## config.mk

```make
export PLATFORM = sky130hd
export DESIGN_NAME = laundry_collector_ctrl
export DESIGN_NICKNAME = d
export VERILOG_FILES = /design/src/rtl/laundry_collector_ctrl.sv
export SDC_FILE = /design/constraint.sdc
export NUM_CORES = 1
export LEC_CHECK = 0
export ABC_AREA = 1
export CAP_MARGIN = 20
export CORE_ASPECT_RATIO = 0.75
export CORE_MARGIN = 1
export CORE_UTILIZATION = 45
export DETAILED_ROUTE_END_ITERATION = 6
export PLACE_DENSITY = 0.75
export SETUP_SLACK_MARGIN = 0.05
export SYNTH_ARGS = -nofsm -noshare
export SYNTH_HDL_FRONTEND = slang
export SYNTH_SLANG_ARGS = --single-unit
```

## constraint.sdc

```tcl
create_clock -name clk -period 2.2 [get_ports clk]
set_clock_uncertainty 0.2 [all_clocks]
set_input_delay 0.33 -clock clk [delete_from_list [all_inputs] [get_ports clk]]
set_output_delay 0.33 -clock clk [all_outputs]
set_load 0.1 [all_outputs]
```

## src/rtl/laundry_collector_ctrl.sv

```systemverilog
// Laundry pickup/wash sequencer: visits requested floors top-down, waits for a
// send at each floor (bounded by a timer), then runs a fixed-length wash cycle.
module laundry_collector_ctrl #(
  parameter int NUM_FLOORS  = 4,
  parameter int FLOOR_W     = 3,
  parameter int WAIT_CYCLES = 10,
  parameter int WASH_CYCLES = 50,
  parameter int TIMER_W     = 8
) (
  input  logic                  clk,
  input  logic                  reset,
  input  logic                  start,
  input  logic [NUM_FLOORS-1:0] req_laundry,
  input  logic [NUM_FLOORS-1:0] send,
  output logic [FLOOR_W-1:0]    at_floor,
  output logic                  busy,
  output logic                  wash_done,
  output logic [NUM_FLOORS-1:0] missed
);

  typedef enum logic [1:0] {
    IDLE,
    VISIT,
    WASH,
    DONE
  } state_t;

  state_t                state, state_next;
  logic [NUM_FLOORS-1:0] pending, pending_next;
  logic [NUM_FLOORS-1:0] missed_q, missed_next;
  logic                  loaded, loaded_next;
  logic [TIMER_W-1:0]    timer, timer_next;
  logic [FLOOR_W-1:0]    cur, cur_next;

  logic [NUM_FLOORS-1:0] cur_mask;
  logic [NUM_FLOORS-1:0] remaining;
  logic                  send_hit;
  logic                  wait_expired;

  // Floor number (1-based) of the highest set bit in mask, 0 if mask is empty.
  function automatic logic [FLOOR_W-1:0] top_floor(input logic [NUM_FLOORS-1:0] mask);
    logic [FLOOR_W-1:0] f;
    f = '0;
    for (int i = 0; i < NUM_FLOORS; i++) begin
      if (mask[i]) f = FLOOR_W'(i + 1);
    end
    return f;
  endfunction

  // NOTE: sequential state uses non-blocking assignments so every register
  // samples the pre-edge value of its inputs, independent of statement order.
  always_ff @(posedge clk or negedge reset) begin
    if (!reset) begin
      state    <= IDLE;
      pending  <= '0;
      missed_q <= '0;
      loaded   <= 1'b0;
      timer    <= '0;
      cur      <= '0;
    end else begin
      state    <= state_next;
      pending  <= pending_next;
      missed_q <= missed_next;
      loaded   <= loaded_next;
      timer    <= timer_next;
      cur      <= cur_next;
    end
  end

  // NOTE: every signal driven here gets a default first, so no path through
  // the case statement can leave one unassigned and infer a latch.
  always_comb begin
    state_next   = state;
    pending_next = pending;
    missed_next  = missed_q;
    loaded_next  = loaded;
    timer_next   = timer;
    cur_next     = cur;
    cur_mask     = '0;
    send_hit     = 1'b0;
    remaining    = pending;
    wait_expired = (timer == TIMER_W'(WAIT_CYCLES - 1));

    // Decode the current floor into a one-hot mask; only its send bit is observed.
    for (int i = 0; i < NUM_FLOORS; i++) begin
      if (cur == FLOOR_W'(i + 1)) begin
        cur_mask[i] = 1'b1;
        send_hit    = send[i];
      end
    end

    case (state)
      IDLE: begin
        if (start && (|req_laundry)) begin
          pending_next = req_laundry;
          missed_next  = '0;
          loaded_next  = 1'b0;
          timer_next   = '0;
          cur_next     = top_floor(req_laundry);
          state_next   = VISIT;
        end
      end

      VISIT: begin
        timer_next = timer + 1'b1;
        if (send_hit || wait_expired) begin
          remaining    = pending & ~cur_mask;
          pending_next = remaining;
          timer_next   = '0;
          if (send_hit) loaded_next = 1'b1;
          else          missed_next = missed_q | cur_mask;

          // A send on the last floor counts as a load even though loaded is not yet set.
          if (|remaining)                state_next = VISIT;
          else if (loaded || send_hit)   state_next = WASH;
          else                           state_next = IDLE;
          if (|remaining) cur_next = top_floor(remaining);
        end
      end

      WASH: begin
        if (timer == TIMER_W'(WASH_CYCLES - 1)) begin
          timer_next = '0;
          state_next = DONE;
        end else begin
          timer_next = timer + 1'b1;
        end
      end

      DONE: begin
        state_next = IDLE;
      end

      default: begin
        state_next = IDLE;
      end
    endcase
  end

  assign at_floor  = (state == VISIT) ? cur : '0;
  assign busy      = (state != IDLE);
  assign wash_done = (state == DONE);
  assign missed    = missed_q;

endmodule
```

==> flow_metrics.env, run 1 <==
export IMPL_outcome="finished, final reports clean"
export IMPL_insertion_delay_ns=0.26
export IMPL_vias=1310
export IMPL_hold_class="input pin to async pin"
export IMPL_synth_seq_cells=22
export IMPL_cp_start_kind="flop"
export IMPL_viasPerCell=4.80
export IMPL_ant_nets=0
export IMPL_cts_root_buffer="clkbuf_8"
export IMPL_crit_fanout=6
export IMPL_reg2reg_depth=7
export IMPL_rows=17
export IMPL_grt_pass1_wl_mm=5.16
export IMPL_setup_viol=0
export IMPL_tightest_slew_ns=0.315
export IMPL_die_h_um=52.6
export IMPL_hold_violations=0
export IMPL_syn_to_final_growth_pct=22.6
export IMPL_grt_pass1_vias=1132
export IMPL_multi_input_area_um2=837
export IMPL_finalMaxSlewViolations=0
export IMPL_n_antenna_cell=0
export IMPL_synth_top_cells_by_count="62 x nand2_1, 26 x inv_1, 22 x dfrtp_1"
export IMPL_ys_types=29
export IMPL_dieArea_mm2=0.00365
export IMPL_path_clk_slew_ns=0.07
export IMPL_fin_nets=253
export IMPL_arrival_ns=1.49
export IMPL_clock_fmax_ghz=0.496
export IMPL_grtUsageTotal=0.189
export IMPL_rsz0062_at_grt="false"
export IMPL_crit_type="flop to primary output"
export IMPL_grt_overflow=0
export IMPL_yosysWarnings=0
export IMPL_setup_tns_ns=0
export IMPL_maxSlewHeadroom=0.789
export IMPL_core_area_mm2=0.00308
export IMPL_numCtsBuffers=3
export IMPL_synth_edf_count=0
export IMPL_drt_total_wl_mm=3.07
export IMPL_drc=0
export IMPL_cts_tree="done"
export IMPL_io_buffer_count=19
export IMPL_synth_top_area_frac=0.359
export IMPL_synthMostInstantiatedCell="nand2_1"
export IMPL_async_reset_ff_frac=1.00
export IMPL_yosysSeqAreaShare=0.359
export IMPL_synth_area_mm2=0.00154
export IMPL_place_congestion=0.897
export IMPL_ys_top_cells_by_area="dfrtp_1 36%, nand2_1 15%, inv_1 6.4%"
export IMPL_fillers=274
export IMPL_antenna_found_initial=0
export IMPL_postCtsHoldBufs=0
export IMPL_initial_core_util=0.498
export IMPL_grt_start_max_net_pins=23
export IMPL_die_w_um=69.4
export IMPL_critical_path_required_ns=1.67
export IMPL_cts_buffer_depth=2
export IMPL_drv_cap=0
export IMPL_htreeDepth=1
export IMPL_drtIter0Drc=61
export IMPL_dp_hpwl_mm=2.46
export IMPL_avgSynthCellArea_um2=7.31
export IMPL_cts_sinks=22
export IMPL_yosys_area_top_type="dfrtp_1"
export IMPL_area_sequential_um2=551
export IMPL_dr_pass1_iters=4
export IMPL_post_route_period_util=0.917
export IMPL_yosys_most_used_dff="dfrtp_1"
export IMPL_syn_inst=210
export IMPL_wl_per_cell_um=11.2
export IMPL_drive_gt1_frac=0.179
export IMPL_synth_fp_nets=227
export IMPL_fin_crit_ns=2.02
export IMPL_io_pins=20
export IMPL_end_kind="primary output"
final cells by class:
| class | count | area share |
|---|---|---|
| well taps | 38 | 0.0253 |
| inverters | 31 | 0.0658 |
| multi-input cells | 154 | 0.445 |
| flip-flops and latches | 22 | 0.293 |
| clock buffers | 4 | 0.0293 |
| repair buffers | 24 | 0.142 |
final timing paths:
path	from	endpoint	slack (ns)
worst min-delay path	reset	timer[6]	0.21
min in group clk	pending[2]	pending[2]	0.28
worst min register to register	pending[2]	pending[2]	0.28
worst max register to register	state[0]	timer[2]	0.32
worst max-delay path	flop	at_floor[1]	0.18
max in group asynchronous	reset	pending[0]	1.37
routing by layer:
metal / routed length, um / global-route usage
met4: 34 / 0.0612
met3: 125 / 0.0462
met5: 0 / 0
met2: 1160 / 0.267
met1: 1750 / 0.282
registers in the layout, summed over array words and instances, names as in the netlist, named ones only:
register / count
pending: 4
cur: 3
state: 1
timer: 8
missed: 4
loaded: 1
cell families after synthesis:
group,after synthesis,synth area share
buf+inv,34,0.0978
simple gates,119,0.375
compound gates,24,0.0913
flops,22,0.359
fa+ha+maj,6,0.0489
xor+xnor,5,0.0285
layout by cell type, fill, tap and decap left out:
cell type	n
a21boi_0	2
a21oi_1	3
buf_12	5
buf_4	9
clkbuf_8	4
clkdlybuf4s50_1	10
dfrtp_1	22
ha_1	5
ha_2	1
inv_1	26
inv_2	4
inv_8	1
nand2_1	62
nand2_2	3
nand2_4	5
nand3_1	15
nand3_2	1
nand3b_2	1
nand4_1	4
nand4_4	1
nor2_1	20
nor2_2	2
nor2_4	1
nor3_1	2
nor3_2	1
o21ai_0	9
o21ai_1	3
o21ai_2	2
o21bai_1	1
o22ai_1	4
or2_2	1
xor2_1	5
what timing repair did:
item | 4_1_cts | 5_1_grt
resized for setup | 0 | 1
buffers inserted | 0 | 0
endpoints found under the setup margin | 0 | 1
worst max-delay path: stages, from the launching register on:
cell	delay (ns)
dfrtp_1	0.43
inv_1	0.10
ha_1	0.19
buf_4	0.17
nand2_1	0.06
inv_1	0.10
buf_12	0.18
per-stage QoR:
stage                     cells  cell area (um^2)  utilization  hold WS [ns]  setup slack [ns]
after detailed placement    269              1820        0.591         0.260             0.128
after global routing        273              1880        0.610         0.230            0.0809
after global placement      269              1820        0.591         0.259             0.165
after floorplan             210              1540            -        -0.166            0.0754
after CTS                   273              1880        0.609         0.210             0.137
final                       273              1880        0.610         0.209             0.184
Power of run 1 is left out: the tool's default activity adds up to more than one toggle a clock period on the data nets, which glitch-free logic cannot reach.
==> inputs of run 2 (changes only) <==
--- a/config.mk
+++ b/config.mk
@@ -11,6 +11,7 @@
 export CORE_MARGIN = 1
 export CORE_UTILIZATION = 45
 export DETAILED_ROUTE_END_ITERATION = 6
+export GPL_ROUTABILITY_DRIVEN = 1
 export PLACE_DENSITY = 0.75
 export SETUP_SLACK_MARGIN = 0.05
 export SYNTH_ARGS = -nofsm -noshare
==> results of run 2 <==
Final layout, timing and power as in run 1 (identical DEF).
Power of run 2 is left out for the same reason.
==> inputs of run 3 (changes only) <==
--- a/config.mk
+++ b/config.mk
@@ -10,6 +10,7 @@
 export CORE_ASPECT_RATIO = 0.75
 export CORE_MARGIN = 1
 export CORE_UTILIZATION = 45
+export CTS_CLUSTER_DIAMETER = 60
 export DETAILED_ROUTE_END_ITERATION = 6
 export GPL_ROUTABILITY_DRIVEN = 1
 export PLACE_DENSITY = 0.75
==> results of run 3 <==
Final layout, timing and power as in run 1 (identical DEF).
Power of run 3 is left out for the same reason.
